### config.mk
export PLATFORM = sky130hd
export DESIGN_NAME = uart_tx_arbiter_flat
export DESIGN_NICKNAME = d
export VERILOG_FILES = /design/src/rtl/uart_tx_arbiter_pkg.sv /design/src/rtl/uart_tx_arbiter_if.sv /design/src/rtl/uart_tx_arbiter_rr_arbiter.sv /design/src/rtl/uart_tx_arbiter.sv /design/src/flat_wrapper.sv
export SDC_FILE = /design/constraint.sdc
export NUM_CORES = 1
export LEC_CHECK = 0
export CAP_MARGIN = 0
export CORE_MARGIN = 10
export CORE_UTILIZATION = 42
export DETAILED_ROUTE_END_ITERATION = 16
export PLACE_DENSITY = 0.78
export SETUP_SLACK_MARGIN = 0.1
export SLEW_MARGIN = 20
export SYNTH_ARGS = -nofsm -noshare
export SYNTH_HDL_FRONTEND = slang
export SYNTH_SLANG_ARGS = --single-unit
export TNS_END_PERCENT = 10
### constraint.sdc
create_clock -name clk -period 2.7 [get_ports clk]
set_input_delay 0.405 -clock clk [delete_from_list [all_inputs] [get_ports clk]]
set_output_delay 0.405 -clock clk [all_outputs]
set_load 0.02 [all_outputs]
### src/rtl/uart_tx_arbiter_pkg.sv
// ============================================================================
// uart_arb_pkg: shared state encoding and constants for uart_tx_arbiter.
// Revision: 1.0
// ============================================================================
`default_nettype none

package uart_arb_pkg;

   typedef enum logic [1:0] {
      IDLE      = 2'd0,
      ISSUE     = 2'd1,
      WAIT_BUSY = 2'd2,
      WAIT_DONE = 2'd3
   } arb_state_t;

   localparam int ARB_BUSY_TIMEOUT = 4;

   function automatic int idx_width(input int n);
      return (n > 1) ? $clog2(n) : 1;
   endfunction

endpackage

`default_nettype wire

### src/rtl/uart_tx_arbiter_if.sv
// ============================================================================
// uart_tx_arbiter_if: requester handshake and transmitter bus of the arbiter.
// Revision: 1.0
// ============================================================================
`default_nettype none

interface uart_tx_arbiter_if #(
   parameter int N_REQ      = 4,
   parameter int DATA_N_BIT = 6
);
   localparam int ID_W = uart_arb_pkg::idx_width(N_REQ);

   logic [N_REQ*DATA_N_BIT-1:0] req_din;
   logic [N_REQ-1:0]            req_valid;
   logic [N_REQ-1:0]            req_ack;
   logic [DATA_N_BIT-1:0]       tx_din;
   logic                        tx_din_valid;
   logic                        tx_ready;
   logic [ID_W-1:0]             grant_id;
   logic                        busy;

   modport master (
      output req_din, req_valid, tx_ready,
      input  req_ack, tx_din, tx_din_valid, grant_id, busy
   );

   modport slave (
      input  req_din, req_valid, tx_ready,
      output req_ack, tx_din, tx_din_valid, grant_id, busy
   );

endinterface

`default_nettype wire

### src/rtl/uart_tx_arbiter_rr_arbiter.sv
// ============================================================================
// rr_arbiter: combinational round-robin (or fixed-priority when
// UART_ARB_FIXED_PRIO_EN is defined) winner select. Revision: 1.0
// ============================================================================
`default_nettype none

module rr_arbiter
   import uart_arb_pkg::*;
#(
   parameter int N_REQ = 4
) (
   input  wire logic [N_REQ-1:0]             req,
   input  wire logic [idx_width(N_REQ)-1:0]  ptr,
   output logic      [N_REQ-1:0]             gnt,
   output logic      [idx_width(N_REQ)-1:0]  gnt_idx
);
   localparam int ID_W = idx_width(N_REQ);

   logic            w_found;
   logic [ID_W-1:0] w_cand;
   int              w_sum;

`ifdef UART_ARB_FIXED_PRIO_EN
   logic w_unused_ptr;
   assign w_unused_ptr = ^ptr;
`endif

   always_comb begin
      gnt     = '0;
      gnt_idx = '0;
      w_found = 1'b0;
      w_cand  = '0;
      w_sum   = 0;
      for (int k = 0; k < N_REQ; k++) begin
`ifdef UART_ARB_FIXED_PRIO_EN
         w_sum = k;
`else
         w_sum = int'(ptr) + k;
         if (w_sum >= N_REQ) begin
            w_sum = w_sum - N_REQ;
         end
`endif
         w_cand = w_sum[ID_W-1:0];
         if (!w_found && req[w_cand]) begin
            w_found      = 1'b1;
            gnt[w_cand]  = 1'b1;
            gnt_idx      = w_cand;
         end
      end
   end

endmodule

`default_nettype wire

### src/rtl/uart_tx_arbiter.sv
// ============================================================================
// uart_tx_arbiter: shares one simple_uart_tx among N_REQ requesters, one frame
// at a time. Define UART_ARB_FIXED_PRIO_EN for fixed priority. Revision: 1.0
// ============================================================================
`default_nettype none

module uart_tx_arbiter
   import uart_arb_pkg::*;
#(
   parameter int N_REQ      = 4,
   parameter int DATA_N_BIT = 6
) (
   input wire logic          clk,
   input wire logic          async_rst_n,
   uart_tx_arbiter_if.slave  bus
);
   localparam int ID_W  = idx_width(N_REQ);
   localparam int CNT_W = $clog2(ARB_BUSY_TIMEOUT + 1);

   arb_state_t            r_state;
   arb_state_t            w_state_nxt;
   logic [CNT_W-1:0]      r_wb_cnt;
   logic [CNT_W-1:0]      w_wb_cnt_nxt;
   logic [N_REQ-1:0]      w_gnt;
   logic [N_REQ-1:0]      w_ack_nxt;
   logic [N_REQ-1:0]      r_ack;
   logic [ID_W-1:0]       w_gnt_idx;
   logic [ID_W-1:0]       w_ptr;
   logic [ID_W-1:0]       r_grant_id;
   logic [DATA_N_BIT-1:0] r_tx_din;
   logic [DATA_N_BIT-1:0] w_win_word;
   logic                  r_tx_din_valid;
   logic                  w_tx_din_valid_nxt;
   logic                  r_busy;
   logic                  w_load;

   rr_arbiter #(
      .N_REQ (N_REQ)
   ) u_rr_arbiter (
      .req     (bus.req_valid),
      .ptr     (w_ptr),
      .gnt     (w_gnt),
      .gnt_idx (w_gnt_idx)
   );

   assign w_win_word = bus.req_din[w_gnt_idx*DATA_N_BIT +: DATA_N_BIT];

`ifdef UART_ARB_FIXED_PRIO_EN
   assign w_ptr = '0;
`else
   logic [ID_W-1:0] r_ptr;

   always_ff @(posedge clk or negedge async_rst_n) begin
      if (!async_rst_n) begin
         r_ptr <= '0;
      end else if (w_load) begin
         if (w_gnt_idx == ID_W'(N_REQ - 1)) begin
            r_ptr <= '0;
         end else begin
            r_ptr <= w_gnt_idx + 1'b1;
         end
      end
   end

   assign w_ptr = r_ptr;
`endif

   always_comb begin
      w_state_nxt        = r_state;
      w_wb_cnt_nxt       = r_wb_cnt;
      w_ack_nxt          = '0;
      w_tx_din_valid_nxt = 1'b0;
      w_load             = 1'b0;
      case (r_state)
         IDLE: begin
            if (bus.tx_ready && (|bus.req_valid)) begin
               w_load      = 1'b1;
               w_ack_nxt   = w_gnt;
               w_state_nxt = ISSUE;
            end
         end
         ISSUE: begin
            w_tx_din_valid_nxt = 1'b1;
            w_wb_cnt_nxt       = '0;
            w_state_nxt        = WAIT_BUSY;
         end
         WAIT_BUSY: begin
            // A transmitter that never leaves ready dropped the strobe; give up.
            if (!bus.tx_ready) begin
               w_state_nxt = WAIT_DONE;
            end else if (r_wb_cnt == CNT_W'(ARB_BUSY_TIMEOUT - 1)) begin
               w_state_nxt = IDLE;
            end else begin
               w_wb_cnt_nxt = r_wb_cnt + 1'b1;
            end
         end
         WAIT_DONE: begin
            if (bus.tx_ready) begin
               w_state_nxt = IDLE;
            end
         end
         default: begin
            w_state_nxt = IDLE;
         end
      endcase
   end

   always_ff @(posedge clk or negedge async_rst_n) begin
      if (!async_rst_n) begin
         r_state        <= IDLE;
         r_wb_cnt       <= '0;
         r_ack          <= '0;
         r_tx_din       <= '0;
         r_tx_din_valid <= 1'b0;
         r_grant_id     <= '0;
         r_busy         <= 1'b0;
      end else begin
         r_state        <= w_state_nxt;
         r_wb_cnt       <= w_wb_cnt_nxt;
         r_ack          <= w_ack_nxt;
         r_tx_din_valid <= w_tx_din_valid_nxt;
         r_busy         <= (w_state_nxt != IDLE);
         if (w_load) begin
            r_tx_din   <= w_win_word;
            r_grant_id <= w_gnt_idx;
         end
      end
   end

   assign bus.req_ack      = r_ack;
   assign bus.tx_din       = r_tx_din;
   assign bus.tx_din_valid = r_tx_din_valid;
   assign bus.grant_id     = r_grant_id;
   assign bus.busy         = r_busy;

endmodule

`default_nettype wire
### src/flat_wrapper.sv
// flat-port wrapper written by rule: the top's interface ports become plain ports
module uart_tx_arbiter_flat import uart_arb_pkg::*;
#(
   parameter int N_REQ      = 4,
   parameter int DATA_N_BIT = 6
)
  (clk, async_rst_n, bus_req_din, bus_req_valid, bus_tx_ready, bus_req_ack, bus_tx_din, bus_tx_din_valid, bus_grant_id, bus_busy);
  uart_tx_arbiter_if #(.N_REQ(N_REQ), .DATA_N_BIT(DATA_N_BIT)) bus_i ();
  input wire logic clk;
  input wire logic async_rst_n;
  input wire logic [$bits(bus_i.req_din)-1:0] bus_req_din;
  input wire logic [$bits(bus_i.req_valid)-1:0] bus_req_valid;
  input wire logic [$bits(bus_i.tx_ready)-1:0] bus_tx_ready;
  output wire logic [$bits(bus_i.req_ack)-1:0] bus_req_ack;
  output wire logic [$bits(bus_i.tx_din)-1:0] bus_tx_din;
  output wire logic [$bits(bus_i.tx_din_valid)-1:0] bus_tx_din_valid;
  output wire logic [$bits(bus_i.grant_id)-1:0] bus_grant_id;
  output wire logic [$bits(bus_i.busy)-1:0] bus_busy;
  assign bus_i.req_din = bus_req_din;
  assign bus_i.req_valid = bus_req_valid;
  assign bus_i.tx_ready = bus_tx_ready;
  assign bus_req_ack = bus_i.req_ack;
  assign bus_tx_din = bus_i.tx_din;
  assign bus_tx_din_valid = bus_i.tx_din_valid;
  assign bus_grant_id = bus_i.grant_id;
  assign bus_busy = bus_i.busy;
  uart_tx_arbiter #(.N_REQ(N_REQ), .DATA_N_BIT(DATA_N_BIT)) u_core (.clk(clk), .async_rst_n(async_rst_n), .bus(bus_i));
endmodule
==> results of run 1 <==
final cells by class:
cell class | count | area, µm² | area share, %
inverters | 4 | 15.0 | 0.738
clock buffers | 3 | 22.5 | 1.11
flip-flops and latches | 21 | 526 | 25.8
clock inverters | 1 | 5.00 | 0.246
well taps | 46 | 57.6 | 2.83
repair buffers | 54 | 528 | 25.9
multi-input cells | 115 | 882 | 43.3
routing by layer:
metal | track usage (%) | share of wire [%] | vias up
met2 | 25.0 | 57 | 29
met1 | 13.8 | 38 | 655
met4 | 4.66 | 1.4 | 0
met3 | 3.15 | 3.7 | 6
met5 | 0 | 0 | -
li1 | - | - | 645
worst max-delay path by stage:
| stage | from | endpoint | slack [ns] | cells after the start |
|---|---|---|---|---|
| after CTS | u_core.r_ptr[1] | u_core.bus.tx_din[0] | 0.21 | 8 |
| after global placement | bus_req_valid[3] | u_core.bus.tx_din[3] | 0.05 | 6 |
| after floorplan | u_core.r_ptr[0] | u_core.bus.tx_din[0] | 0.11 | 10 |
| final | u_core.r_ptr[1] | u_core.bus.tx_din[0] | 0.24 | 7 |
| after global routing | u_core.r_ptr[1] | u_core.bus.tx_din[0] | 0.12 | 8 |
| after detailed placement | bus_req_valid[3] | u_core.bus.tx_din[2] | -0.06 | 6 |
logic make-up (layout without fill, tap and decap cells):
| kind of cell | Yosys count | after routing | synth area share, % |
|---|---|---|---|
| buffers and inverters | 13 | 62 | 5.12 |
| flip-flops | 21 | 21 | 35.9 |
| AND/OR/NAND/NOR | 48 | 48 | 15.5 |
| AO/OA/AOI/OAI | 38 | 38 | 19.4 |
| adder cells (fa/ha/maj) | 10 | 10 | 8.54 |
| multiplexers | 18 | 18 | 15.0 |
| XOR/XNOR | 1 | 1 | 0.598 |
power breakdown:
part | switching, mW | internal [mW]
Clock | 0.0969 | 0.0553
Sequential | 0.0827 | 0.436
Combinational | 0.757 | 0.699
Total | 0.937 | 1.19
metrics by stage:
| stage | instance area, µm² | hold slack [ns] |
|---|---|---|
| 3_5_place_dp | 2010 | 0.464 |
| 2_1_floorplan | 1480 | 0.109 |
| 4_1_cts | 2040 | 0.427 |
| 3_3_place_gp | 2010 | 0.469 |
| 5_1_grt | 2040 | 0.417 |
| 6_report | 2040 | 0.430 |
placed cells by master (no fill, tap or decap), drive strengths merged:
cell type,count
clkdlybuf4s50,44
dfrtp,21
nand2,18
nor2,13
mux2i,13
ha,10
buf,10
o21ai,9
nand2b,6
a21oi,6
o221ai,6
inv,4
a22oi,4
a221oi,4
or2,4
mux4,3
clkbuf,3
nor2b,3
o32ai,2
nor3,2
mux2,2
o311ai,1
o22ai,1
or4b,1
a31o,1
a21o,1
o211ai,1
and3,1
a2111oi,1
xor2,1
a22o,1
clkinv,1
worst max-delay path, delay by kind of cell (launching register included):
family | cells | cell delay (ns)
adders and majority gates | 1 | 0.34
buffers and inverters | 1 | 0.13
and+or+nand+nor | 1 | 0.34
DFF | 1 | 0.38
muxes | 1 | 0.42
AOI/OAI and AO/OA | 3 | 0.75
state kept, by name, summed over array words and instances (netlist names):
| register | flops |
|---|---|
| u_core.bus.busy | 1 |
| u_core.bus.grant_id | 2 |
| u_core.bus.tx_din | 6 |
| u_core.bus.tx_din_valid | 1 |
| u_core.r_wb_cnt | 3 |
| u_core.r_state | 2 |
| u_core.bus.req_ack | 4 |
| u_core.r_ptr | 2 |
==> metrics, run 1 <==
outcome=completed; top-area cell type share of the netlist area=35.9%; Vias=1335; slowest CP cell=mux4_2; final core occ=60.5%; top-count cell post-synth=dfrtp_1; worst vdd ir=approximately 560 µV; Die X-Extent=about 79 µm; vias per cell=5.47; hold_buf cts=0; Slew headroom=65.3%; clk buf depth=2; die height=79.1 µm; period utilization=approximately 91%; Root Driver=clkbuf_4; max-slew violations=0; total negative slack=0 ns; crit path kind=reg -> reg; R2R Path End=u_core.bus.tx_din[0]; CP endpoint kind=flop; Post-Place Worst Slack=-0.0648 ns; RSZ-0062 raised after global routing=false; Rows=21; Synth Register Bits=21; crit path cell chain=inv_1 -> ha_4 -> mux4_2 -> a2111oi_2 -> o32ai_1 -> or2_1 -> o221ai_1; grt ovf=0; max incr delay on CP=0.42 ns; vias in the first global route=1423; r2r worst-path depth=7; H-Tree Depth=1; cts repair resizes=0; Tmin final=2.46 ns; share of layout cells above drive strength 1=14.1%; Area growth, synth to finish=38.9%; Fillers=approximately 300; Worst EP required=2.92 ns; non-filler cells, final=244; Min-Delay Path Class=in -> async; asr flop ratio synth=100%; register area share after synthesis=a little over a third; ranking of synthesized cells by area=dfrtp_1, mux2i_1, ha_1, nand2_1, mux4_2; port bufs=44; top_reg_cell synth=dfrtp_1; worst-skew pair later-pin latency=between 0.3 and 0.4 ns; Crit Reg-Reg Startpoint=u_core.r_ptr[1]; Worst-path clk slew=0.12 ns; Nets=between 200 and 250; cts bufs inserted=3; Syn Nets=190; Initial DRC Count=51; antenna viol nets, final=0; Setup Fix Bufs, Post-CTS=0; Post-synth EDFFs=0; CTS tree=done; startpoint types=flop; fmax=407 MHz; WP data arrival=between 2 and 3 ns; top cells by count, synth=dfrtp_1, nand2_1, mux2i_1, nor2_1, ha_1; first-pass GRT wire length=between 6000 and 7000 µm; first drt pass iteration count=4; Final Setup Violations=0; worst slew pin tran=0.519 ns; Yosys Warn Count=0; io pins=45; CP Max Fanout=7; gpl congestion=0.849; leakage=0.867 nW; synthesized area per cell=approximately 9.8 µm²; Synth Cell Area=1470 µm²; overall power=2.13 mW; Synth area leader=dfrtp_1; pwr dens=1040 nW/µm²; Reg2Reg Setup Slack=between 0.2 and 0.25 ns; Avg WL per Cell=about 17 µm; Yosys cell types=35; diode count=0; gr usage total=13.2%; Setup WS post-layout=around 0.24 ns; die area=6250 µm²; largest net degree at the start of global routing=22; drt drc=0; Core ar.=between 3000 and 4000 µm²; Final Routed Wirelength=just over 4000 µm; Max Cap Viol=0; placed insts=240; Mapped Cells=approximately 150; clk sinks=21; Final Hold Vio Count=0; Initial Util=between 40% and 50%; number of antenna violations at the first check in global routing=0; Clock Skew=0.00530 ns; dpl hpwl=3330 µm
Note: power is estimated with default switching activity, not from simulation.
==> run 2: changes to the inputs <==
--- a/config.mk
+++ b/config.mk
@@ -6,9 +6,11 @@
 export NUM_CORES = 1
 export LEC_CHECK = 0
 export CAP_MARGIN = 0
+export CORE_ASPECT_RATIO = 0.6
 export CORE_MARGIN = 10
 export CORE_UTILIZATION = 42
 export DETAILED_ROUTE_END_ITERATION = 16
+export HOLD_SLACK_MARGIN = 0.15
 export PLACE_DENSITY = 0.78
 export SETUP_SLACK_MARGIN = 0.1
 export SLEW_MARGIN = 20
==> metrics, run 2 (same netlist as run 1, synthesis figures left out) <==
Rows=16 (was 21); Final Setup Violations=0 (unchanged); outcome=completed (unchanged); Final Hold Vio Count=0 (unchanged); worst vdd ir=466 µV (was 558 µV); Max Cap Viol=0 (unchanged); first-pass GRT wire length=6590 µm (was 6760 µm); overall power=2.20 mW (was 2.13 mW); placed insts=239 (was 240); max-slew violations=0 (unchanged); Avg WL per Cell=16.4 µm (was 16.9 µm); CTS tree=done (unchanged); dpl hpwl=3250 µm (was 3330 µm); Nets=241 (was 240); port bufs=44 (unchanged); grt ovf=0 (unchanged); number of antenna violations at the first check in global routing=0 (unchanged); cts bufs inserted=3 (unchanged); first drt pass iteration count=4 (unchanged); die area=6330 µm² (was 6250 µm²); period utilization=90.6% (was 91.0%); Worst EP required=2.87 ns (was 2.92 ns); H-Tree Depth=1 (unchanged); vias per cell=5.69 (was 5.47); number of flip-flops in the largest register=6 (unchanged); Core ar.=3300 µm² (was 3360 µm²); share of layout cells above drive strength 1=15.1% (was 14.1%); crit path kind=reg -> reg (unchanged); startpoint types=flop (unchanged); Die X-Extent=96.3 µm (was 79.1 µm); io pins=45 (unchanged); Root Driver=clkbuf_8 (was clkbuf_4); pwr dens=1070 nW/µm² (was 1040 nW/µm²); vias in the first global route=1448 (was 1423); CP endpoint kind=flop (unchanged); Initial Util=44.4% (was 43.6%); Post-Place Worst Slack=-0.100 ns (was -0.0648 ns); Worst-path clk slew=0.07 ns (was 0.12 ns); WP data arrival=2.61 ns (was 2.68 ns); Slew headroom=39.6% (was 65.3%); antenna viol nets, final=0 (unchanged); fmax=409 MHz (was 407 MHz); largest net degree at the start of global routing=22 (unchanged); Vias=1388 (was 1335); Initial DRC Count=55 (was 51); Min-Delay Path Class=reg -> reg (was in -> async); CP Max Fanout=7 (unchanged); clk buf depth=2 (unchanged); clk sinks=21 (unchanged); worst-skew pair later-pin latency=0.26 ns (was 0.31 ns); non-filler cells, final=244 (unchanged); Setup WS post-layout=0.254 ns (was 0.242 ns); Tmin final=2.45 ns (was 2.46 ns); gr usage total=13.1% (was 13.2%); leakage=0.879 nW (was 0.867 nW); Final Routed Wirelength=4000 µm (was 4140 µm); RSZ-0062 raised after global routing=false (unchanged); die height=65.8 µm (was 79.1 µm); most frequent cells in the layout=clkdlybuf4s50_1, dfrtp_1, nand2_1 (unchanged); diode count=0 (unchanged); Area growth, synth to finish=40.6% (was 38.9%); gpl congestion=0.896 (was 0.849); Clock Skew=0.00432 ns (was 0.00530 ns); leading cell type in the layout, fill and taps excluded=clkdlybuf4s50_1 (unchanged); worst slew pin tran=0.903 ns (was 0.519 ns); drt drc=0 (unchanged)
-- run 2: changes by cell type in the layout (fill, tap and decap cells not counted), sizes merged --
cell / before / now
buf: 10 / 11
-- run 2: through the flow --
stage	util (%)	cell area, µm²	hold slack [ns]	TNS, ns
after floorplan	-	1480	0.109	0
after global placement	60.8	2010	0.479	0
after detailed placement	60.8	2010	0.484	-0.321
after CTS	62.2	2050	0.505	0
after global routing	62.4	2060	0.548	0
final	62.4	2060	0.504	0
-- run 2: worst max-delay path, stage by stage, from the launching register on --
cell      delay [ns]
dfrtp_1         0.38
inv_1           0.19
ha_4            0.26
or2_2           0.29
o32ai_1         0.27
a31o_2          0.22
o32ai_1         0.14
or2_1           0.34
o221ai_1        0.25
-- run 2: layer usage --
layer / up-vias / routed length (µm) / GRT usage [%]
met4: 0 / 72 / 4.58
met1: 648 / 1560 / 14.5
met5: - / 0 / 0
met3: 11 / 522 / 7.03
met2: 84 / 1850 / 21.0
li1: 645 / - / -
-- run 2: path summary, 6_finish.rpt --
check	start	end	slack, ns	depth (start not counted)
max in group asynchronous	async_rst_n	u_core.bus.tx_din[2]	1.50	1
worst max-delay path	u_core.r_ptr[1]	u_core.bus.tx_din[4]	0.25	8
worst max register to register	u_core.r_ptr[1]	u_core.bus.tx_din[4]	0.25	8
worst min register to register	u_core.bus.tx_din[3]	u_core.bus.tx_din[3]	0.50	2
worst min-delay path	u_core.bus.tx_din[3]	u_core.bus.tx_din[3]	0.50	2
min in group asynchronous	async_rst_n	u_core.bus.req_ack[1]	0.65	1
-- run 2: repair_timing --
item | CTS | global route
hold buffers | 0 | 0
endpoints found under the setup margin | 0 | 6
resized for setup | 0 | 2
setup buffers | 0 | 1
-- run 2: report_power, final --
part	switching, mW	internal, mW
logic	0.751	0.712
registers	0.0950	0.437
clock network	0.100	0.103
-- run 2: layout make-up --
| type | instances | area, µm² |
|---|---|---|
| Tap cell | 45 | 56.3 |
| Multi-Input combinational cell | 115 | 882 |
| Inverter | 4 | 15.0 |
| Fill cell | 253 | 1240 |
| Timing Repair Buffer | 55 | 536 |
| Clock buffer | 3 | 41.3 |
| Sequential cell | 21 | 526 |
| Clock inverter | 1 | 5.00 |
==> run 3: changes to the inputs <==
--- a/config.mk
+++ b/config.mk
@@ -11,7 +11,7 @@
 export CORE_UTILIZATION = 42
 export DETAILED_ROUTE_END_ITERATION = 16
 export HOLD_SLACK_MARGIN = 0.15
-export PLACE_DENSITY = 0.78
+export PLACE_DENSITY = 0.76
 export SETUP_SLACK_MARGIN = 0.1
 export SLEW_MARGIN = 20
 export SYNTH_ARGS = -nofsm -noshare
==> metrics, run 3 (same netlist as run 1, synthesis figures left out) <==
Worst setup startpoint=bus_req_valid[2] (was u_core.r_ptr[1]); first drt pass iteration count=4 (unchanged); Rows=16 (unchanged); Crit Reg-Reg Startpoint=u_core.r_ptr[1] (unchanged); Die X-Extent=96.3 µm (unchanged); Area growth, synth to finish=39.8% (was 40.6%); worst-skew pair later-pin latency=0.26 ns (about the same); max-slew violations=0 (unchanged); WP data arrival=2.62 ns (was 2.61 ns); number of antenna violations at the first check in global routing=0 (unchanged); area post-placement=2000 µm² (was 2010 µm²); vias per cell=5.50 (was 5.69); Worst Hold Launch=u_core.bus.grant_id[1] (was u_core.bus.tx_din[3]); share of layout cells above drive strength 1=14.2% (was 15.1%); final hold slack=0.495 ns (was 0.504 ns); drt drc=0 (unchanged); Initial Util=44.4% (unchanged); Nets=239 (was 241); Clock Skew=0.00599 ns (was 0.00432 ns); Initial DRC Count=90 (was 55); io pins=45 (unchanged); worst vdd ir=511 µV (was 466 µV); diode count=0 (unchanged); Reg2Reg Setup Slack=0.30 ns (was 0.25 ns); dpl hpwl=3280 µm (was 3250 µm); startpoint types=primary input (was flop); Setup WS post-layout=0.250 ns (was 0.254 ns); Root Driver=clkbuf_8 (unchanged); Fillers=278 (was 253); cts bufs inserted=3 (unchanged); number of flip-flops in the largest register=6 (unchanged); Avg WL per Cell=16.8 µm (was 16.4 µm); port bufs=44 (unchanged); Final Routed Wirelength=4060 µm (was 4000 µm); RSZ-0062 raised after global routing=false (unchanged); Worst-path clk slew=0.07 ns (about the same); Min-Delay Path Class=reg -> reg (unchanged); Final Hold Vio Count=0 (unchanged); CP endpoint kind=flop (unchanged); fmax=408 MHz (was 409 MHz); Core ar.=3300 µm² (unchanged); die height=65.8 µm (unchanged); Final Setup Violations=0 (unchanged); CTS tree=done (unchanged); Slew headroom=38.6% (was 39.6%); crit path kind=in -> reg (was reg -> reg); antenna viol nets, final=0 (unchanged); largest net degree at the start of global routing=22 (unchanged); leading cell type in the layout, fill and taps excluded=clkdlybuf4s50_1 (unchanged); first-pass GRT wire length=6830 µm (was 6590 µm); die area=6330 µm² (unchanged); period utilization=90.8% (was 90.6%); FF+latch area=526 µm² (unchanged); gpl congestion=0.861 (was 0.896); CP Max Fanout=7 (unchanged); clk sinks=21 (unchanged); pwr dens=1070 nW/µm² (about the same); Post-Place Worst Slack=-0.150 ns (was -0.100 ns); leakage=0.872 nW (was 0.879 nW); final instance area=2050 µm² (was 2060 µm²); Vias=1331 (was 1388); vias in the first global route=1406 (was 1448); Max Cap Viol=0 (unchanged); Worst EP required=2.87 ns (about the same); gr usage total=13.5% (was 13.1%); outcome=completed (unchanged); multi-input logic area=885 µm² (was 882 µm²); H-Tree Depth=1 (unchanged); Tmin final=2.45 ns (about the same); most frequent cells in the layout=clkdlybuf4s50_1, dfrtp_1, nand2_1 (unchanged); grt ovf=0 (unchanged); worst slew pin tran=0.917 ns (was 0.903 ns); clk buf depth=2 (unchanged)
-- run 3: changes by cell type in the layout (fill, tap and decap cells not counted), sizes merged --
| cell | before | now |
|---|---|---|
| buf | 11 | 9 |
-- run 3: report_power, final --
group | total (mW) | internal, mW | switching, mW
Clock | 0.206 | 0.103 | 0.103
Sequential | 0.523 | 0.437 | 0.0864
Combinational | 1.45 | 0.702 | 0.751
Total | 2.18 | 1.24 | 0.940
-- run 3: cell type report --
type                    instances  share of cell area (%)
clock buffers                   3                    2.02
clock inverters                 1                   0.244
inverters                       4                   0.733
multi-input cells             115                    43.2
flip-flops and latches         21                    25.7
well taps                      45                    2.75
repair buffers                 53                    25.4
-- run 3: per-layer routing --
layer	wire [µm]	share of wire (%)	vias to the layer above	track usage, %
met2	2010	50	46	22.6
li1	-	-	643	-
met4	17	0.42	0	2.20
met1	1670	41	640	15.9
met3	362	8.9	2	5.78
met5	0	0	-	0
-- run 3: final timing paths --
check | endpoint | cells after the start
setup / recovery | u_core.bus.tx_din[0] | 8
setup reg to reg | u_core.bus.tx_din[0] | 8
min in group asynchronous | u_core.bus.req_ack[0] | 1
hold reg to reg | u_core.bus.grant_id[1] | 2
max in group asynchronous | u_core.bus.tx_din[2] | 1
hold / removal | u_core.bus.grant_id[1] | 2
-- run 3: what timing repair did --
| item | in CTS | in global routing |
|---|---|---|
| resized for setup | 0 | 2 |
| hold buffers | 0 | 0 |
| buffers inserted | 0 | 0 |
| hold endpoints to repair | 0 | 0 |
| endpoints found under the setup margin | 0 | 6 |
-- run 3: through the flow --
stage	total power, mW	TNS, ns	cells	util, %
floorplan	1.51	0	149	-
global placement	1.91	0	238	60.5
detailed placement	1.97	-0.741	238	60.5
CTS	2.18	0	242	61.9
global route	2.36	0	242	62.0
finish	2.18	0	242	62.0
-- run 3: critical path: stages --
cell and delay [ns]:
clkdlybuf4s50_1 0.52, buf_4 0.21, or2_2 0.30, o32ai_1 0.30
a31o_2 0.22, o32ai_1 0.15, or2_4 0.30, o221ai_1 0.20
